## src/rtl/seq_shift_add_multiplier.sv

```systemverilog
// Unsigned 16x16 -> 32 radix-2 shift-add multiplier built around a carry-skip adder.
// Optional zero-operand shortcut enabled by defining SEQ_MUL_ZERO_BYPASS_EN.
`timescale 1ns/1ps

module skip_carry_adder (
  input  logic [15:0] a,
  input  logic [15:0] b,
  input  logic        cin,
  output logic [15:0] s,
  output logic        co
);
  logic [4:0]  blk_c;
  logic        rc;
  logic        blk_p;
  logic        bit_p;

  // Four 4-bit ripple blocks; a block whose bits all propagate passes its carry-in straight through.
  always_comb begin
    s        = '0;
    blk_c    = '0;
    rc       = 1'b0;
    blk_p    = 1'b0;
    bit_p    = 1'b0;
    blk_c[0] = cin;
    for (int blk = 0; blk < 4; blk++) begin
      rc    = blk_c[blk];
      blk_p = 1'b1;
      for (int i = 0; i < 4; i++) begin
        bit_p          = a[blk*4+i] ^ b[blk*4+i];
        s[blk*4+i]     = bit_p ^ rc;
        rc             = (a[blk*4+i] & b[blk*4+i]) | (bit_p & rc);
        blk_p          = blk_p & bit_p;
      end
      blk_c[blk+1] = blk_p ? blk_c[blk] : rc;
    end
    co = blk_c[4];
  end
endmodule

module seq_shift_add_multiplier #(
  parameter int WIDTH = 16
) (
  input  logic                 clk,
  input  logic                 rst,
  input  logic                 start,
  input  logic [WIDTH-1:0]     a,
  input  logic [WIDTH-1:0]     b,
  output logic                 busy,
  output logic                 done,
  output logic [2*WIDTH-1:0]   product
);
  typedef enum logic [1:0] {IDLE, CALC, DONE} state_t;

  state_t               state_q;
  logic [WIDTH-1:0]     m_q;
  logic [WIDTH-1:0]     q_q;
  logic [WIDTH-1:0]     h_q;
  logic [3:0]           cnt_q;
  logic                 busy_q;
  logic                 done_q;
  logic [2*WIDTH-1:0]   product_q;

  logic [WIDTH-1:0]     addend;
  logic [WIDTH-1:0]     sum;
  logic                 co;
  logic [2*WIDTH-1:0]   acc_d;
  logic                 bypass_hit;

  assign addend = q_q[0] ? m_q : '0;

  skip_carry_adder u_adder (
    .a   (h_q),
    .b   (addend),
    .cin (1'b0),
    .s   (sum),
    .co  (co)
  );

  // The carry-out becomes the new H[15]; the partial sum can be 17 bits wide.
  assign acc_d = {co, sum, q_q[WIDTH-1:1]};

`ifdef SEQ_MUL_ZERO_BYPASS_EN
  assign bypass_hit = (a == '0) || (b == '0);
`else
  assign bypass_hit = 1'b0;
`endif

  always_ff @(posedge clk) begin
    if (rst) begin
      state_q   <= IDLE;
      m_q       <= '0;
      q_q       <= '0;
      h_q       <= '0;
      cnt_q     <= '0;
      busy_q    <= 1'b0;
      done_q    <= 1'b0;
      product_q <= '0;
    end else begin
      case (state_q)
        IDLE: begin
          done_q <= 1'b0;
          if (start) begin
            if (bypass_hit) begin
              product_q <= '0;
              done_q    <= 1'b1;
              state_q   <= DONE;
            end else begin
              m_q     <= a;
              q_q     <= b;
              h_q     <= '0;
              cnt_q   <= '0;
              busy_q  <= 1'b1;
              state_q <= CALC;
            end
          end
        end
        CALC: begin
          h_q   <= acc_d[2*WIDTH-1:WIDTH];
          q_q   <= acc_d[WIDTH-1:0];
          cnt_q <= cnt_q + 4'd1;
          if (cnt_q == 4'd15) begin
            product_q <= acc_d;
            busy_q    <= 1'b0;
            done_q    <= 1'b1;
            state_q   <= DONE;
          end
        end
        DONE: begin
          done_q  <= 1'b0;
          state_q <= IDLE;
        end
        default: begin
          busy_q  <= 1'b0;
          done_q  <= 1'b0;
          state_q <= IDLE;
        end
      endcase
    end
  end

  assign busy    = busy_q;
  assign done    = done_q;
  assign product = product_q;
endmodule

```

## config.mk

```make
export PLATFORM = sky130hd
export DESIGN_NAME = seq_shift_add_multiplier
export DESIGN_NICKNAME = d
export VERILOG_FILES = /design/src/rtl/seq_shift_add_multiplier.sv
export SDC_FILE = /design/constraint.sdc
export NUM_CORES = 1
export LEC_CHECK = 0
export ABC_AREA = 1
export BUFFER_PORTS_ARGS = -buffer_cell sky130_fd_sc_hd__buf_4
export CORE_UTILIZATION = 42
export DETAILED_ROUTE_END_ITERATION = 12
export REMOVE_ABC_BUFFERS = 1
export SLEW_MARGIN = 5
export SYNTH_ARGS = -nofsm -noshare
export SYNTH_HDL_FRONTEND = slang
export SYNTH_SLANG_ARGS = --single-unit
export TNS_END_PERCENT = 5
```

## constraint.sdc

```tcl
create_clock -name clk -period 11.2 [get_ports clk]
set_clock_uncertainty 0.2 [all_clocks]
set_input_delay 1.12 -clock clk [delete_from_list [all_inputs] [get_ports clk]]
set_output_delay 1.12 -clock clk [all_outputs]
set_load 0.01 [all_outputs]
```

Word level (Yosys, flattened, before mapping)
Cells that the tools add are included.
Cells by class
  shift-type cells: 0
  magnitude comparators: 0
  bitwise gates (word level): 91
  reductions and logical operators: 8
  eq/ne operators: 5
  multiplexer cells: 17
  add/sub/neg operators: 1
  multiply operators: 0
  div/mod/pow operators: 0
Operator list (number)
  case mux 16 bit (2 select lines): 2
  2-to-1 mux 16 bit: 3
  bitwise AND 1 bit: 43
  XOR 1 bit: 31
  OR 1 bit: 15
  case mux 4 bit (2 select lines): 1
  AND reduction 2 bit: 4
  2-to-1 mux 1 bit: 6
  adder 4 x 1 -> 4 bit, second input constant: 1
  equality test 4 bit, second input constant: 1
  2-to-1 mux 2 bit: 2
  2-to-1 mux 4 bit: 1
  inequality test 2 bit, second input constant: 2
  case mux 2 bit (2 select lines): 1
  case mux 1 bit (3 select lines): 1
  AND reduction 3 bit: 1
  equality test 2 x 1 -> 1 bit, second input constant: 1
  equality test 2 bit, second input constant: 1
  logical NOT 2 bit: 1
  inverter 1 bit: 2
  nonzero test 2 bit: 1
  OR reduction 2 bit: 1
Word-level totals
  memories: 0
  word-level logic and storage cells: 130
  RAM bits: 0
  bits of input ports: 35
  bits in read-only memories: 0
  bits in latches: 0
  flip-flop bits (word level): 88
  output and inout bits: 34

Longest topological paths before layout
Gate-level depths: netlist (run 1).
  word-level depth: 37
  gate-level depth with buffers: 34
  mapped depth without buffers: 32

Modules after synthesis
A second synthesis (run 1) with hierarchy kept.
Unflattened totals
  cells, all modules: 556
  area, all modules: 4266.6 sq um
By module, submodules not included
  seq_shift_add_multiplier: cells each 492, instances 1, seq. area each 1761.7 sq um, area each 3587.2 sq um
  skip_carry_adder: cells each 64, instances 1, seq. area each 0.0 sq um, area each 679.4 sq um

Worst setup path after synthesis (run 1)
Ideal clock, no wire load.
  path kind: register to register
  start: register q_q[0]
  end: register product_q[31], in the netlist product[31]
  setup time: 0.056 ns
  slack: 3.702 ns
  clock period less this slack: 7.498 ns
  arrival time: 7.242 ns
  path buffers: 2
  cell stages (with the launch flop): 35
  required time: 10.944 ns
  path through: dfxtp_1 -> clkbuf_1 -> buf_2 -> nand2_1 -> inv_1 -> ha_1 -> inv_1 -> fa_1 -> fa_1 -> inv_1 -> fa_1 -> nand2_1 -> inv_1 -> fa_1 -> inv_1 -> fa_1 -> fa_1 -> fa_1 -> inv_1 -> nand2_1 -> and2_1 -> fa_1 -> fa_1 -> fa_1 -> fa_1 -> o21ai_0 -> nand2_1 -> fa_1 -> fa_1 -> fa_1 -> fa_1 -> or2_2 -> nand3_1 -> nand2_1 -> inv_1
On the way
  cells in the longest elaborated chain, start to end: 36
  elaborated cells on any way between the ends: 79
  classes of those cells: mux (5); bitwise (74)
Ends and longest elaborated chain
  from (decl): RTL line 56  | logic [WIDTH-1:0] q_q;
  from (signal assigned): RTL line 119  | q_q <= acc_d[WIDTH-1:0];
  2-to-1 mux 16 bit *: RTL line 69  | assign addend = q_q[0] ? m_q : '0;
  XOR 1 bit or bitwise AND 1 bit (tied branches): RTL line 29, 31
  bitwise AND 1 bit: RTL line 31  | rc = (a[blk*4+i] & b[blk*4+i]) | (bit_p & rc);
  OR 1 bit: RTL line 31
  bitwise AND 1 bit: RTL line 31
  OR 1 bit: RTL line 31
  bitwise AND 1 bit: RTL line 31
  OR 1 bit: RTL line 31
  [20 not listed]
  OR 1 bit: RTL line 31
  bitwise AND 1 bit: RTL line 31
  OR 1 bit: RTL line 31
  bitwise AND 1 bit: RTL line 31
  OR 1 bit: RTL line 31
  bitwise AND 1 bit: RTL line 31
  OR 1 bit: RTL line 31
  2-to-1 mux 1 bit *: RTL line 34  | blk_c[blk+1] = blk_p ? blk_c[blk] : rc;
  to (signal assigned): RTL line 97  | product_q <= '0;
  to (signal assigned): RTL line 104  | product_q <= '0;
  to (signal assigned): RTL line 122  | product_q <= acc_d;
  to (decl): RTL line 61  | logic [2*WIDTH-1:0] product_q;
Mark *: on every way between the ends. The rest lies on a longest branch, timed or not.
A chain may end at the register's enable or synchronous reset.

Worst setup path in the final report (run 1)
Same ends and word-level chain as after synthesis.

==> qor.csv, run 1 <==
metric,value,unit
outcome,"complete, no violations",
wl_per_cell,14.0,um
drt_pass1_iterations,4,
ctsHoldBuffers,0,
pwr-share-comb,0.107,
clock.fmax,125,MHz
seq_area_frac_synth,0.448,
cts_root_buffer,clkbuf_8,
min_to,busy,
fin_util,0.520,
hold_viol_final,0,
cpPeakStageDelay,720,ps
intPower,0.469,mW
finalMaxSlewViolations,0,
cts_setup_buffers,0,
synth.distinct_cells,31,
vias,3053,
synthesis.area,3930,sq um
clkPwrFrac,0.361,
io_pins,69,
finalSetupViolations,0,
worst_slack,3200,ps
worstPathRequired,11310,ps
nets,564,
dieArea,9750,sq um
power_density,137,nW/um^2
fin_cells,610,
grt_max_degree,68,
fin_area,4620,sq um
seqCellArea,1760,sq um
antenna_found_initial,0,
crit_path_top_delay_cell,dfxtp_1,
grt_pass1_vias,3038,
period_needed,8000,ps
via_per_inst,5.00,
initial_utilization,0.442,
setup_tns,0,ps
dp_hpwl,5740,um
clk_pin_slew,80,ps
drt_iter0_markers,110,
grt_pass1_wl,14300,um
gp_routability_congestion,0.808,
end_kind,flip-flop,
hold_ws,272,ps
die_x,98.7,um
rr_worst_depth,32,
period_share,0.714,
post_dp_cell_area,4410,sq um
worstReg2RegEnd,product[31],
cts_max_level,3,
tritoncts,built,
ys_warn_count,0,
fillerInstances,856,
cp-start-kind,flip-flop,
reg2reg_from,q_q[0],
cts_buffers,9,
multi_input_area,1760,sq um
clk_latency,350,ps
dp.cells,594,
rsz0062_at_grt,false,
cp_max_fo,17,
syn_avg_cell_area,8.89,sq um
syn_inst,442,
wirelength,8550,um
rrSetupSlack,3200,ps
clockBufferDepth,2,
seq_power_share,0.533,
power_leakage,2.05,nW
crit_type,flip-flop to flip-flop,
hp-start,busy,
hp-class,flip-flop to flip-flop,
timing.critical_path.mode_cell,fa_1,
relSlewSlack,0.247,
die_h,98.7,um
ant_nets,0,
placementRows,34,
total_power,0.634,mW
sw_frac_of_total,0.260,
tightest_slew,1130,ps
hold_path_depth,2,
drc_errors,0,
io_buffers,68,
yosys_register_bits,88,
post_cts_resized,0,
crit_arrival,8100,ps
cts.sinks,88,
antennaDiodeCount,0,
area_delta_synth_final,17.5,%
drv_cap,0,
layout-drive-gt1-share,0.219,
grt_overflow,0,
vdd_drop_max,0.0586,mV
core,8890,sq um
post-place-ws,3260,ps
p_sw,0.165,mW
grt_usage,0.184,
==> worst max-delay path by stage <==
stage,from,end,cells past startpoint,slack [ps]
finish,q_q[0],product[31],32,3200
global route,q_q[0],h_q[15],32,2710
CTS,q_q[0],product[31],32,3210
detailed placement,q_q[0],product[31],32,3260
global placement,q_q[0],product[31],32,3450
floorplan,q_q[0],product[31],32,3830
==> synthesized netlist by cell type <==
| master | count | area (sq um) |
|---|---|---|
| inv_2 | 5 | 18.8 |
| or2_2 | 1 | 6.26 |
| nand4_1 | 3 | 18.8 |
| buf_4 | 4 | 30.0 |
| o22ai_1 | 10 | 62.6 |
| buf_6 | 7 | 78.8 |
| a21oi_2 | 10 | 87.6 |
| a22o_1 | 1 | 8.76 |
| nor2_1 | 43 | 161 |
| nand3_2 | 1 | 10.0 |
| o221ai_1 | 16 | 140 |
| nand3_1 | 12 | 60.1 |
| nor2_8 | 1 | 20.0 |
| a32o_1 | 1 | 10.0 |
| fa_1 | 15 | 300 |
| o21a_1 | 1 | 7.51 |
| o22ai_2 | 2 | 25.0 |
| inv_4 | 1 | 6.26 |
| nor2_2 | 1 | 6.26 |
| dfxtp_1 | 88 | 1760 |
| and2_1 | 1 | 6.26 |
| ha_1 | 17 | 213 |
| nor2_4 | 2 | 22.5 |
| o21ai_1 | 5 | 25.0 |
| buf_2 | 8 | 40.0 |
| nand2_1 | 41 | 154 |
| nand2_2 | 3 | 18.8 |
| inv_1 | 58 | 218 |
| o21ai_0 | 48 | 240 |
| clkbuf_1 | 5 | 18.8 |
| a21oi_1 | 31 | 155 |
==> metal layers <==
| metal | up-vias | global-route usage | share of wire | routed length [um] |
|---|---|---|---|---|
| met5 | - | 0 | 0 | 0 |
| met4 | 0 | 0.0608 | 0.014 | 119 |
| met3 | 8 | 0.0411 | 0.033 | 284 |
| met2 | 51 | 0.300 | 0.48 | 4100 |
| met1 | 1436 | 0.241 | 0.47 | 4050 |
| li1 | 1558 | - | - | - |
==> placed cells by master (no fill, tap or decap), types with 2 or more instances in the layout <==
master,n
fa_1,15
o21ai_0,48
nand2_2,3
inv_2,5
nor2_1,43
nand2_1,41
nor2_4,3
o22ai_2,2
o21ai_1,5
buf_4,68
o221ai_1,16
dfxtp_1,88
ha_1,17
clkbuf_8,11
a21oi_2,10
inv_1,58
nand4_1,3
o22ai_1,10
a21oi_1,31
nand3_1,12
==> kinds of logic (layout without fill, tap and decap cells) <==
logic type,after synthesis,after routing,synth area share
flip-flops,88,88,0.448
buffers and inverters,88,148,0.104
AO/OA/AOI/OAI,125,125,0.194
AND/OR/NAND/NOR,109,109,0.123
adder cells (fa/ha/maj),32,32,0.130
==> state kept, by name (all words and copies together) (netlist names) <==
name     flops
busy         1
state_q      2
cnt_q        4
h_q         16
m_q         16
q_q         16
product     32
done         1
==> final cells by class <==
cell class,count,share of cell area
clock buffers,12,0.0336
clock inverters,4,0.0111
inverters,64,0.0525
multi-input cells,266,0.382
flip-flops and latches,88,0.381
well taps,108,0.0292
repair buffers,68,0.110
==> critical path: cells and delay by family, from the launching register on <==
kind / cells / cell delay (ps)
buf+inv: 7 / 420
flops: 1 / 720
fa+ha+maj: 16 / 5510
simple gates: 8 / 960
compound gates: 1 / 140
==> power groups by stage <==
stage | sequential (mW) | combinational, mW | clock, mW
after global placement | 0.344 | 0.0673 | 0
after floorplan | 0.342 | 0.0433 | 0
after detailed placement | 0.345 | 0.0680 | 0
after global routing | 0.340 | 0.0767 | 0.247
final | 0.338 | 0.0677 | 0.228
after CTS | 0.338 | 0.0685 | 0.233
Power figures use the tool's default switching activity.
==> run 2, diff against run 1 <==
ABC_AREA = 0   (was 1)
clock period = 7.41 ns   (was 11.2 ns; I/O delays follow)
==> run 2 against run 1 <==
Non-clock buffer count increased by 3. Wire length decreased by 1.2%. Utilization decreased by 0.22 points. Worst setup slack got worse by 2900 ps. Highest routed layer unchanged.
==> qor.csv, run 2 <==
metric,value,unit
placementRows,35,
drt_iter0_markers,114,
timing.critical_path.mode_cell,fa_1,
fillerInstances,907,
antennaDiodeCount,0,
cts_max_level,3,
setup_tns,0,ps
final_cell_mix,"100 x nand2_1, 87 x dfxtp_1, 71 x buf_4",
syn_avg_cell_area,8.86,sq um
grt_max_degree,75,
p_sw,0.229,mW
worstPathRequired,7480,ps
fin_util,0.518,
tightest_slew,1110,ps
cp.depth,28,
clkPwrFrac,0.358,
crit_path_top_delay_cell,fa_1,
area_delta_synth_final,18.2,%
cts_root_buffer,clkbuf_8,
cts_setup_buffers,0,
hold_viol_final,0,
hold_path_depth,2,
cp_max_fo,3,
grt_overflow,0,
synth-edff-count,0,
initial_utilization,0.438,
multi_input_area,2060,sq um
drv_cap,0,
largest_reg_flops,32,
syn_inst,461,
post_dp_cell_area,4620,sq um
ant_nets,0,
sw_frac_of_total,0.250,
vias,3117,
cp-start-kind,flip-flop,
pwr-share-comb,0.096,
synth_top_cell_area_share,0.431,
dp_hpwl,5620,um
period_share,0.959,
cts.sinks,88,
hp-class,flip-flop to flip-flop,
ys_async_sr_fraction,0,
period_needed,7110,ps
ctsHoldBuffers,0,
seq_area_frac_synth,0.431,
outcome,"complete, no violations",
relSlewSlack,0.258,
vdd_drop_max,0.0873,mV
netlist_top_cells_count,"100 x nand2_1, 88 x dfxtp_1, 57 x nor2_1",
clk_pin_slew,80,ps
wl_per_cell,13.0,um
grt_pass1_vias,3001,
seqCellArea,1760,sq um
intPower,0.688,mW
finalSetupViolations,0,
gp_routability_congestion,0.815,
fin_area,4830,sq um
io_buffers,68,
final_common_cell,nand2_1,
die_x,101,um
synthesis.area,4080,sq um
cts_buffers,9,
synthTopCellsByArea,"dfxtp_1 43%, nand2_1 9.2%, fa_1 7.4%, nor2_1 5.2%, ha_1 5.2%",
rr_worst_depth,28,
crit_type,flip-flop to flip-flop,
clk_latency,360,ps
ys.flop_type,dfxtp_1,
clock.fmax,141,MHz
synth.distinct_cells,42,
synth_most_common_cell,nand2_1,
end_kind,flip-flop,
core,9330,sq um
cpPeakStageDelay,410,ps
die_h,101,um
drt_pass1_iterations,4,
via_per_inst,4.80,
clockBufferDepth,2,
dieArea,10100,sq um
finalMaxSlewViolations,0,
ys_warn_count,0,
nets,583,
path_delay_family,adder cells,
power_density,190,nW/um^2
seq_power_share,0.546,
yosysTopAreaCell,dfxtp_1,
drc_errors,0,
yosys_register_bits,88,
grt_usage,0.182,
crit_arrival,7180,ps
antenna_found_initial,0,
grt_pass1_wl,14200,um
layout-drive-gt1-share,0.256,
power_leakage,1.98,nW
io_pins,69,
critPathBufInv,3,
wirelength,8450,um
tritoncts,built,
## run 2: changes by cell type after synthesis, moves of 4 or more
cell      before  now
nand2_1       41  100
o21ai_0       48   13
inv_1         58   32
o221ai_1      16    0
nor2_1        43   57
nor4_2         0   14
nand3_1       12    1
a21oi_2       10    0
o22ai_1       10    0
a211oi_2       0    9
nor2_2         1   10
a21oi_1       31   38
inv_2          5    0
a211oi_1       0    4
## run 2: logic make-up after synthesis
logic type      after synthesis  synth area share
simple gates                204             0.245
flops                        88             0.431
fa+ha+maj                    32             0.126
compound gates               76             0.123
buf+inv                      59            0.0686
mux                           2           0.00551
## run 2: layout make-up
class | instances | area share
clock buffers | 12 | 0.0301
repair buffers | 71 | 0.110
clock inverters | 3 | 0.00881
well taps | 129 | 0.0334
multi-input cells | 314 | 0.427
flip-flops and latches | 88 | 0.365
inverters | 32 | 0.0249
## run 2: what timing repair did
action                                  CTS  global route
endpoints found under the setup margin    0             4
hold endpoints to repair                  0             0
gates resized for setup                   0             7
## run 2: stage by stage
stage / hold WS, ps / setup WS [ps] / power, mW / instances
after detailed placement: 247 / 37.3 / 0.601 / 634
after CTS: 260 / 15.6 / 0.930 / 649
after floorplan: 226 / 102 / 0.559 / 434
after global routing: 284 / -10.5 / 0.964 / 649
after global placement: 241 / 175 / 0.599 / 634
final: 255 / 302 / 0.917 / 649
## run 2: path summary, 6_finish.rpt
kind,startpoint,to,slack (ps)
worst min register to register,m_q[3],m_q[3],260
worst min-delay path,m_q[3],m_q[3],260
worst max register to register,q_q[0],product[31],300
worst max-delay path,q_q[0],product[31],300
## run 2: power groups by stage
stage	clock [mW]	sequential [mW]	combinational, mW
finish	0.329	0.500	0.0882
global route	0.360	0.503	0.100
CTS	0.339	0.500	0.0899
detailed placement	0	0.511	0.0895
global placement	0	0.511	0.0877
floorplan	0	0.510	0.0486
## run 2: layer usage
layer  wire [um]  global-route usage  part of all wire
met4         103              0.0669             0.012
met1        4050               0.237              0.48
met5           0                   0                 0
met3         212              0.0354             0.025
met2        4080               0.300              0.48
## run 2: worst reg2reg max path, delay by kind of cell (launching register included)
family | cells | cell delay, ps
simple gates | 5 | 500
compound gates | 4 | 520
buf+inv | 3 | 170
fa+ha+maj | 16 | 5300
flops | 1 | 340
==> run 3, diff against run 2 <==
ABC_AREA = 1   (was 0)
==> run 3 against run 2 <==
First-iteration DRC count grew 6.1%. Utilization grew 0.91 points. Combinational power grew 25%. Largest cell class unchanged. Total power grew 4.7%. Clock power grew 4%. Global-route usage grew 0.14 points. Die area shrank 3.7%. Sequential cell count is the same. Via count shrank 1.2%. Worst setup slack gained 66 ps. Critical path type unchanged.
==> qor.csv, run 3 (synthesis results as in run 1) <==
metric,value,unit
min_to,busy,
rr_worst_depth,32,
grt_pass1_wl,14200,um
seq_power_share,0.528,
timing.critical_path.mode_cell,fa_2,
core,8890,sq um
cp_max_fo,3,
outcome,"complete, no violations",
via_per_inst,5.02,
clock.fmax,142,MHz
grt_overflow,0,
setup_tns,0,ps
dieArea,9750,sq um
tritoncts,built,
gp_routability_congestion,0.813,
hp-class,flip-flop to flip-flop,
fin_util,0.527,
drt_iter0_markers,121,
die_x,98.7,um
drc_errors,0,
pwr-share-comb,0.114,
cts_buffers,9,
period_needed,7040,ps
worstPathRequired,7510,ps
placementRows,34,
rsz0062_at_grt,false,
power_leakage,2.07,nW
relSlewSlack,0.237,
cpPeakStageDelay,380,ps
hp-start,busy,
wirelength,8530,um
end_kind,flip-flop,
initial_utilization,0.442,
finalSetupViolations,0,
tightest_slew,1140,ps
largest_reg_flops,32,
reg2reg_from,q_q[0],
crit_path_top_delay_cell,fa_1,
grt_pass1_vias,2974,
vias,3080,
crit_arrival,7150,ps
finalMaxSlewViolations,0,
cts_max_level,3,
cts_root_buffer,clkbuf_8,
grt_max_degree,68,
area_delta_synth_final,19.1,%
power_density,205,nW/um^2
final_common_cell,dfxtp_1,
clkPwrFrac,0.357,
cp-start-kind,flip-flop,
final_cell_mix,"86 x dfxtp_1, 72 x buf_4, 58 x inv_1",
p_sw,0.257,mW
antennaDiodeCount,0,
grt_usage,0.183,
cts.sinks,88,
io_pins,69,
die_h,98.7,um
rrSetupSlack,370,ps
layout-drive-gt1-share,0.253,
worstReg2RegEnd,product[31],
period_share,0.950,
nets,568,
dp_hpwl,5740,um
ant_nets,0,
sw_frac_of_total,0.268,
crit_type,flip-flop to flip-flop,
io_buffers,68,
clk_latency,350,ps
hold_path_depth,2,
drv_cap,0,
wl_per_cell,13.9,um
clk_pin_slew,80,ps
antenna_found_initial,0,
drt_pass1_iterations,4,
hold_viol_final,0,
clockBufferDepth,2,
vdd_drop_max,0.0906,mV
intPower,0.703,mW
## run 3: cell count changes in the layout (fill, tap and decap cells not counted), moves of 11 or more
cell      before  now
inv_1         32   58
nand2_1      100   41
nand3_1        1   12
nor2_1        57   43
nor4_2        14    0
o21ai_0       13   47
o221ai_1       0   16
## run 3: worst max path at each step
stage                      start           to  slack [ps]  depth (start not counted)
final                     q_q[0]  product[31]         370                         32
after CTS                 q_q[0]  product[31]          10                         32
after global routing      q_q[0]      h_q[15]          20                         32
after detailed placement  q_q[0]  product[31]        -120                         32
after global placement    q_q[0]  product[31]          30                         32
after floorplan           q_q[0]  product[31]          40                         32
## run 3: what timing repair did
| action | in CTS | in global routing |
|---|---|---|
| pin swaps | 0 | 1 |
| setup endpoints to repair | 3 | 4 |
| buffers inserted | 0 | 2 |
| gates resized for setup | 5 | 9 |
| hold buffers | 0 | 0 |
## run 3: layout make-up
class	count	area [sq um]
tap	108	135
inverter	64	243
fill	829	4210
clock inverter	6	68.8
clock buffer	10	138
timing repair buffer	72	541
multi-input combinational	266	1790
sequential	88	1760
## run 3: layer usage
layer | up-vias | wire length, um | GRT usage
li1 | 1563 | - | -
met1 | 1456 | 4000 | 0.236
met2 | 53 | 4170 | 0.306
met3 | 8 | 244 | 0.0348
met4 | 0 | 109 | 0.0689
met5 | - | 0 | 0
## run 3: per-stage QoR
stage | setup WS [ps] | cell area, sq um | hold slack (ps) | cells | total power, mW
floorplan | 36.1 | 3760 | 235 | 418 | 0.583
global placement | 27.2 | 4430 | 250 | 596 | 0.624
detailed placement | -125 | 4430 | 256 | 596 | 0.626
CTS | 12.7 | 4650 | 269 | 612 | 0.969
global route | 23.3 | 4680 | 288 | 614 | 1.00
finish | 367 | 4680 | 263 | 614 | 0.960
## run 3: critical path: cells and delay by family (launching register included)
family / cells / cell delay [ps]
buf+inv: 7 / 400
compound gates: 1 / 80
flops: 1 / 350
fa+ha+maj: 16 / 5070
simple gates: 8 / 900
## run 3: power groups by stage
stage	clock [mW]	combinational (mW)	sequential [mW]
6_report	0.343	0.110	0.508
5_1_grt	0.369	0.124	0.511
4_1_cts	0.353	0.109	0.508
3_5_place_dp	0	0.108	0.518
2_1_floorplan	0	0.0654	0.517
3_3_place_gp	0	0.107	0.518
